===== config.mk =====
export PLATFORM = sky130hd
export DESIGN_NAME = ram_ctrl_flat
export DESIGN_NICKNAME = d
export VERILOG_FILES = /design/src/rtl/ram_ctrl_pkg.sv /design/src/rtl/ram_ctrl_if.sv /design/src/rtl/ram_ctrl.sv /design/src/flat_wrapper.sv
export SDC_FILE = /design/constraint.sdc
export NUM_CORES = 1
export LEC_CHECK = 0
export ABC_AREA = 1
export BUFFER_PORTS_ARGS = -buffer_cell sky130_fd_sc_hd__buf_2
export CAP_MARGIN = 20
export CORE_UTILIZATION = 44
export CTS_CLUSTER_DIAMETER = 100
export DETAILED_ROUTE_END_ITERATION = 10
export PLACE_DENSITY = 0.73
export SYNTH_ARGS = -nofsm -noshare
export SYNTH_HDL_FRONTEND = slang
export SYNTH_SLANG_ARGS = --single-unit
export TNS_END_PERCENT = 20

===== constraint.sdc =====
create_clock -name clk -period 1.3 [get_ports clk]
set_input_delay 0.13 -clock clk [delete_from_list [all_inputs] [get_ports clk]]
set_output_delay 0.13 -clock clk [all_outputs]
set_load 0.05 [all_outputs]

===== src/rtl/ram_ctrl_pkg.sv =====
// ram_ctrl_pkg: shared types and RAM pin encodings for the single-port RAM
// initiator (ram_ctrl).
//   state_t        controller FSM states (ST_INIT is only reachable when the
//                  design is built with RAM_CTRL_INIT_EN)
//   RAM_EN_ACTIVE  level of ram_en_n that enables the RAM
//   RAM_OP_WRITE   ram_wr level for a write
//   RAM_OP_READ    ram_wr level for a read
package ram_ctrl_pkg;

  typedef enum logic [2:0] {
    ST_IDLE  = 3'd0,
    ST_WRITE = 3'd1,
    ST_READ  = 3'd2,
    ST_CAPT  = 3'd3,
    ST_RESP  = 3'd4,
    ST_INIT  = 3'd5
  } state_t;

  localparam logic RAM_EN_ACTIVE = 1'b0;
  localparam logic RAM_OP_WRITE  = 1'b0;
  localparam logic RAM_OP_READ   = 1'b1;

endpackage


===== src/rtl/ram_ctrl_if.sv =====
// ram_ctrl_if: request/response handshake bundle between a local master and
// ram_ctrl.
//   req_valid/req_ready  request handshake (master -> controller)
//   req_write            1=write, 0=read
//   req_addr, req_wdata  request address / write data
//   rsp_valid/rsp_ready  read-response handshake (controller -> master)
//   rsp_rdata            read data, held while rsp_valid
// Modports: master (request side), slave (controller side).
interface ram_ctrl_if #(
  parameter int DATA_W = 5,
  parameter int ADDR_W = 2
) ();

  logic              req_valid;
  logic              req_ready;
  logic              req_write;
  logic [ADDR_W-1:0] req_addr;
  logic [DATA_W-1:0] req_wdata;
  logic              rsp_valid;
  logic              rsp_ready;
  logic [DATA_W-1:0] rsp_rdata;

  modport master (
    output req_valid, req_write, req_addr, req_wdata, rsp_ready,
    input  req_ready, rsp_valid, rsp_rdata
  );

  modport slave (
    input  req_valid, req_write, req_addr, req_wdata, rsp_ready,
    output req_ready, rsp_valid, rsp_rdata
  );

endinterface


===== src/rtl/ram_ctrl.sv =====
// ram_ctrl: initiator for a small single-port RAM with active-low enable,
// ram_wr=0 write / ram_wr=1 read, and read data registered one clock after
// the access. Requests arrive on a valid/ready port; read data leaves on a
// valid/ready response port.
// Ports:
//   clk, rst_n     clock; synchronous active-low reset
//   bus            ram_ctrl_if.slave request/response handshakes
//   init_done      1 once the controller accepts requests
//   ram_en_n       RAM enable (active low), registered
//   ram_wr         RAM op (0=write, 1=read), registered
//   ram_add        RAM address, registered
//   ram_w_data     RAM write data, registered
//   ram_r_data     RAM registered read data
// Build option: RAM_CTRL_INIT_EN adds an INIT sweep after reset that writes
// INIT_VAL to every word before the first request is accepted.
module ram_ctrl
  import ram_ctrl_pkg::*;
#(
  parameter int DATA_W = 5,
  parameter int ADDR_W = 2
`ifdef RAM_CTRL_INIT_EN
  ,
  parameter logic [DATA_W-1:0] INIT_VAL = '0
`endif
) (
  input  logic              clk,
  input  logic              rst_n,
  ram_ctrl_if.slave         bus,
  output logic              init_done,
  output logic              ram_en_n,
  output logic              ram_wr,
  output logic [ADDR_W-1:0] ram_add,
  output logic [DATA_W-1:0] ram_w_data,
  input  logic [DATA_W-1:0] ram_r_data
);

`ifdef RAM_CTRL_INIT_EN
  localparam int     DEPTH     = 1 << ADDR_W;
  localparam int     CNT_W     = ADDR_W + 1;
  localparam state_t RST_STATE = ST_INIT;
`else
  localparam state_t RST_STATE = ST_IDLE;
`endif

  state_t            state, state_n;
  logic              rdy_q, rdy_n;
  logic              rsp_vld_q, rsp_vld_n;
  logic [DATA_W-1:0] rsp_dat_q, rsp_dat_n;
  logic              en_n_n, wr_n;
  logic [ADDR_W-1:0] add_n;
  logic [DATA_W-1:0] wdat_n;
  logic              req_hs, rsp_hs;

`ifdef RAM_CTRL_INIT_EN
  logic [CNT_W-1:0]  cnt, cnt_n;
`endif

  assign bus.req_ready = rdy_q;
  assign bus.rsp_valid = rsp_vld_q;
  assign bus.rsp_rdata = rsp_dat_q;

  // req_ready is a register, so a handshake is only possible in IDLE.
  assign req_hs = bus.req_valid & rdy_q;
  assign rsp_hs = rsp_vld_q & bus.rsp_ready;

  // Next-state and next-value of every registered output. RAM pins default
  // to disabled so an enable pulse lasts exactly one cycle.
  always_comb begin
    state_n   = state;
    rdy_n     = 1'b0;
    rsp_vld_n = rsp_vld_q;
    rsp_dat_n = rsp_dat_q;
    en_n_n    = ~RAM_EN_ACTIVE;
    wr_n      = RAM_OP_READ;
    add_n     = ram_add;
    wdat_n    = ram_w_data;
`ifdef RAM_CTRL_INIT_EN
    cnt_n     = cnt;
`endif
    case (state)
      ST_IDLE: begin
        if (req_hs) begin
          en_n_n = RAM_EN_ACTIVE;
          add_n  = bus.req_addr;
          if (bus.req_write) begin
            state_n = ST_WRITE;
            wr_n    = RAM_OP_WRITE;
            wdat_n  = bus.req_wdata;
          end else begin
            state_n = ST_READ;
            wr_n    = RAM_OP_READ;
          end
        end else begin
          rdy_n = 1'b1;
        end
      end
      ST_WRITE: begin
        state_n = ST_IDLE;
        rdy_n   = 1'b1;
      end
      ST_READ: begin
        state_n = ST_CAPT;
      end
      ST_CAPT: begin
        // RAM read data is valid now, one clock after the READ access.
        rsp_vld_n = 1'b1;
        rsp_dat_n = ram_r_data;
        state_n   = ST_RESP;
      end
      ST_RESP: begin
        if (rsp_hs) begin
          rsp_vld_n = 1'b0;
          rdy_n     = 1'b1;
          state_n   = ST_IDLE;
        end
      end
`ifdef RAM_CTRL_INIT_EN
      ST_INIT: begin
        en_n_n = RAM_EN_ACTIVE;
        wr_n   = RAM_OP_WRITE;
        add_n  = cnt[ADDR_W-1:0];
        wdat_n = INIT_VAL;
        cnt_n  = cnt + 1'b1;
        if (cnt == CNT_W'(DEPTH - 1)) begin
          state_n = ST_IDLE;
          rdy_n   = 1'b1;
        end
      end
`endif
      default: begin
        state_n = ST_IDLE;
      end
    endcase
  end

  always_ff @(posedge clk) begin
    if (!rst_n) begin
      state      <= RST_STATE;
      rdy_q      <= 1'b0;
      rsp_vld_q  <= 1'b0;
      rsp_dat_q  <= '0;
      ram_en_n   <= ~RAM_EN_ACTIVE;
      ram_wr     <= RAM_OP_READ;
      ram_add    <= '0;
      ram_w_data <= '0;
`ifdef RAM_CTRL_INIT_EN
      cnt        <= '0;
      init_done  <= 1'b0;
`endif
    end else begin
      state      <= state_n;
      rdy_q      <= rdy_n;
      rsp_vld_q  <= rsp_vld_n;
      rsp_dat_q  <= rsp_dat_n;
      ram_en_n   <= en_n_n;
      ram_wr     <= wr_n;
      ram_add    <= add_n;
      ram_w_data <= wdat_n;
`ifdef RAM_CTRL_INIT_EN
      cnt        <= cnt_n;
      init_done  <= (state_n != ST_INIT);
`endif
    end
  end

`ifndef RAM_CTRL_INIT_EN
  assign init_done = 1'b1;
`endif

endmodule


===== src/flat_wrapper.sv =====
// flat-port wrapper written by rule: the top's interface ports become plain ports
module ram_ctrl_flat import ram_ctrl_pkg::*;
#(
  parameter int DATA_W = 5,
  parameter int ADDR_W = 2

)
  (clk, rst_n, init_done, ram_en_n, ram_wr, ram_add, ram_w_data, ram_r_data, bus_req_valid, bus_req_write, bus_req_addr, bus_req_wdata, bus_rsp_ready, bus_req_ready, bus_rsp_valid, bus_rsp_rdata);
  ram_ctrl_if #(.DATA_W(DATA_W), .ADDR_W(ADDR_W)) bus_i ();
  input  logic clk;
  input  logic rst_n;
  output logic init_done;
  output logic ram_en_n;
  output logic ram_wr;
  output logic [ADDR_W-1:0] ram_add;
  output logic [DATA_W-1:0] ram_w_data;
  input  logic [DATA_W-1:0] ram_r_data;
  input wire logic [$bits(bus_i.req_valid)-1:0] bus_req_valid;
  input wire logic [$bits(bus_i.req_write)-1:0] bus_req_write;
  input wire logic [$bits(bus_i.req_addr)-1:0] bus_req_addr;
  input wire logic [$bits(bus_i.req_wdata)-1:0] bus_req_wdata;
  input wire logic [$bits(bus_i.rsp_ready)-1:0] bus_rsp_ready;
  output wire logic [$bits(bus_i.req_ready)-1:0] bus_req_ready;
  output wire logic [$bits(bus_i.rsp_valid)-1:0] bus_rsp_valid;
  output wire logic [$bits(bus_i.rsp_rdata)-1:0] bus_rsp_rdata;
  assign bus_i.req_valid = bus_req_valid;
  assign bus_i.req_write = bus_req_write;
  assign bus_i.req_addr = bus_req_addr;
  assign bus_i.req_wdata = bus_req_wdata;
  assign bus_i.rsp_ready = bus_rsp_ready;
  assign bus_req_ready = bus_i.req_ready;
  assign bus_rsp_valid = bus_i.rsp_valid;
  assign bus_rsp_rdata = bus_i.rsp_rdata;
  ram_ctrl #(.DATA_W(DATA_W), .ADDR_W(ADDR_W)) u_core (.clk(clk), .rst_n(rst_n), .bus(bus_i), .init_done(init_done), .ram_en_n(ram_en_n), .ram_wr(ram_wr), .ram_add(ram_add), .ram_w_data(ram_w_data), .ram_r_data(ram_r_data));
endmodule

==> impl_metrics.csv <==
group,metric,value,unit
floorplan,die_h,43.4,um
clock_network,cts_tree,"done",
clock_network,ctsResizeCount,0,
yosys,ys_types,14,
global_route,track_usage,15.6,%
floorplan,die_area,1880,um^2
layout,syn2layout_area_growth,25.9,%
outcome,status,"finished, violations left",
worst_setup_path,critPathLaunchType,"flop",
worst_setup_path,crit_required,1490,ps
floorplan,die_w,43.4,um
worst_setup_path,slowest_stage,"dfxtp_1",
timing,fmax,897,MHz
global_route,grt.overflow.total,0,
layout,n_antenna_cell,0,
detailed_routing,finalWirelength,1400,um
yosys,synth.net_count,123,
timing,finalCritPeriodShare,85.7,%
detailed_routing,ant_nets,0,
yosys,ys_seq_area_share,50.4,%
placement,place_congestion,0.724,
floorplan,pin_count,34,
timing,rsz0062_at_grt,"false",
yosys,synth-seq-cells,19,
detailed_routing,drtPass1Iterations,8,
clock_network,clk_latency,280,ps
timing,fin_skew,2.29,ps
layout,finalNetCount,158,
timing,period_minus_slack,1110,ps
global_route,grt_max_degree,17,
worst_setup_path,crit_path_max_incr_delay,400,ps
worst_setup_path,crit_chain,"inv_1 > nand3_1 > inv_1 > nor2_1 > nor2_1",
worst_hold_path,hp-class,"in2reg",
clock_network,cts.clk_slew.worst_paths,100,ps
yosys,syn_area_per_cell,7.12,um^2
floorplan,initial_core_util,48.4,%
outcome,violations,"DRC",
worst_setup_path,end_kind,"flop",
placement,hpwl,1080,um
timing,hold_viol,0,
clock_network,numCtsBuffers,3,
detailed_routing,post-route-drc-count,6,
worst_setup_path,cp.arrival,1300,ps
global_route,antenna_found_initial,0,
yosys,netlist_instances,106,
layout,fillers,150,
layout,stdcell_count,156,
floorplan,core.rowCount,14,
detailed_routing,via_per_inst,4.49,
clock_network,cts_setup_buffers,0,
layout,finish.utilization,60.9,%
timing,setup_viol,0,
flow_run,maxCapViolCount,0,
worst_setup_path,critPathKind,"reg2reg",
layout,final_cell_mix,"buf_2 (32), nor2_1 (26), nand2_1 (23)",
floorplan,core_area,1560,um^2
global_route,grt_pass1_vias,565,
power,ir_worst_vdd,664,uV
timing,setup_tns,0,ps
clock_network,cts_hold_buf,0,
detailed_routing,wl_per_cell,8.99,um
clock_network,cts_buffer_depth,2,
layout,layout_commonest_cell,"buf_2",
detailed_routing,num_vias,701,
clock_network,cts-root-buf,"clkbuf_4",
yosys,syn_area,754,um^2
layout,drive_above_1_share,27.1,%
placement,place_inst,152,
yosys,ys_warn_count,0,
detailed_routing,drt_iter0_drc,26,
timing,maxSlewViolCount,0,
clock_network,cts_num_sinks,19,
placement,io_buffers,32,
global_route,grt_pass1_wl,2240,um
power,p_leak,0.000523,uW
power,power_density,1230,nW/um^2
clock_network,h-tree-depth,1,
worst_setup_path,critPathMaxFanout,8,
-- where the power goes --
part | internal [uW] | switching [uW]
clock network | 114 | 169
registers | 613 | 17.1
logic | 69.7 | 184
-- worst max-delay path: cells and delay by family (launching register included) --
family        cells  cell delay [ps]
flops             1              400
simple gates      3              370
buf+inv           2              240
-- logic make-up (layout without fill, tap and decap cells) --
group           Yosys count  in the layout  share of synthesized area [%]
flops                    19             19                           50.4
compound gates            9              9                           5.97
simple gates             59             59                           33.5
buf+inv                  18             52                           9.62
other cells               1              1                          0.497
-- stage by stage --
stage               hold slack, ps  setup slack, ps  instance area (um^2)  total power (uW)
floorplan                      214             52.1                   754               833
global placement               356              261                   922               894
detailed placement             362              195                   922               897
CTS                           55.2              180                   950              1180
global route                  52.0             73.7                   950              1230
finish                        58.8              185                   950              1170
-- synth_stat cells --
| cell type | n | area (um^2) |
|---|---|---|
| a21oi_1 | 2 | 10.0 |
| nand4_1 | 1 | 6.26 |
| o21ai_0 | 7 | 35.0 |
| buf_2 | 1 | 5.00 |
| dfxtp_1 | 19 | 380 |
| nor2_1 | 26 | 97.6 |
| nand2_1 | 23 | 86.3 |
| nand3_1 | 5 | 25.0 |
| buf_4 | 1 | 7.51 |
| inv_1 | 16 | 60.1 |
| nor2_2 | 1 | 6.26 |
| nand4_4 | 1 | 21.3 |
| nor3_1 | 2 | 10.0 |
| conb_1 | 1 | 3.75 |
-- flip-flops by register name, indices dropped and copies added, names as in the netlist --
register,flops
u_core.state,3
u_core.ram_wr,1
u_core.bus.req_ready,1
u_core.ram_add,2
u_core.bus.rsp_rdata,5
u_core.ram_en_n,1
u_core.ram_w_data,5
u_core.bus.rsp_valid,1
-- worst paths after layout --
kind / startpoint / end / slack (ps) / cells past startpoint
setup / recovery: u_core.state[2]$_SDFFE_PN0P_ / u_core.bus.rsp_rdata[0]$_SDFFE_PN0P_ / 190 / 5
setup reg to reg: u_core.state[2]$_SDFFE_PN0P_ / u_core.bus.rsp_rdata[0]$_SDFFE_PN0P_ / 190 / 5
hold reg to reg: u_core.bus.rsp_rdata[3]$_SDFFE_PN0P_ / u_core.bus.rsp_rdata[3]$_SDFFE_PN0P_ / 490 / 2
hold / removal: bus_req_wdata[0] / u_core.ram_w_data[0]$_SDFFE_PN0P_ / 60 / 3
-- layout make-up --
cell class / count / area (um^2) / share of cell area (%)
inverter: 16 / 60.1 / 6.32
tap: 16 / 20.0 / 2.11
clock inverter: 1 / 5.00 / 0.527
clock buffer: 3 / 22.5 / 2.37
sequential: 19 / 380 / 40.1
multi-input combinational: 69 / 302 / 31.8
timing repair buffer: 32 / 160 / 16.9
-- layer usage --
layer	global-route usage [%]	wire [um]
met3	3.75	76
met1	20.6	712
met2	25.2	597
met5	0	0
met4	5.63	17
(Power assumes the default switching activity.)
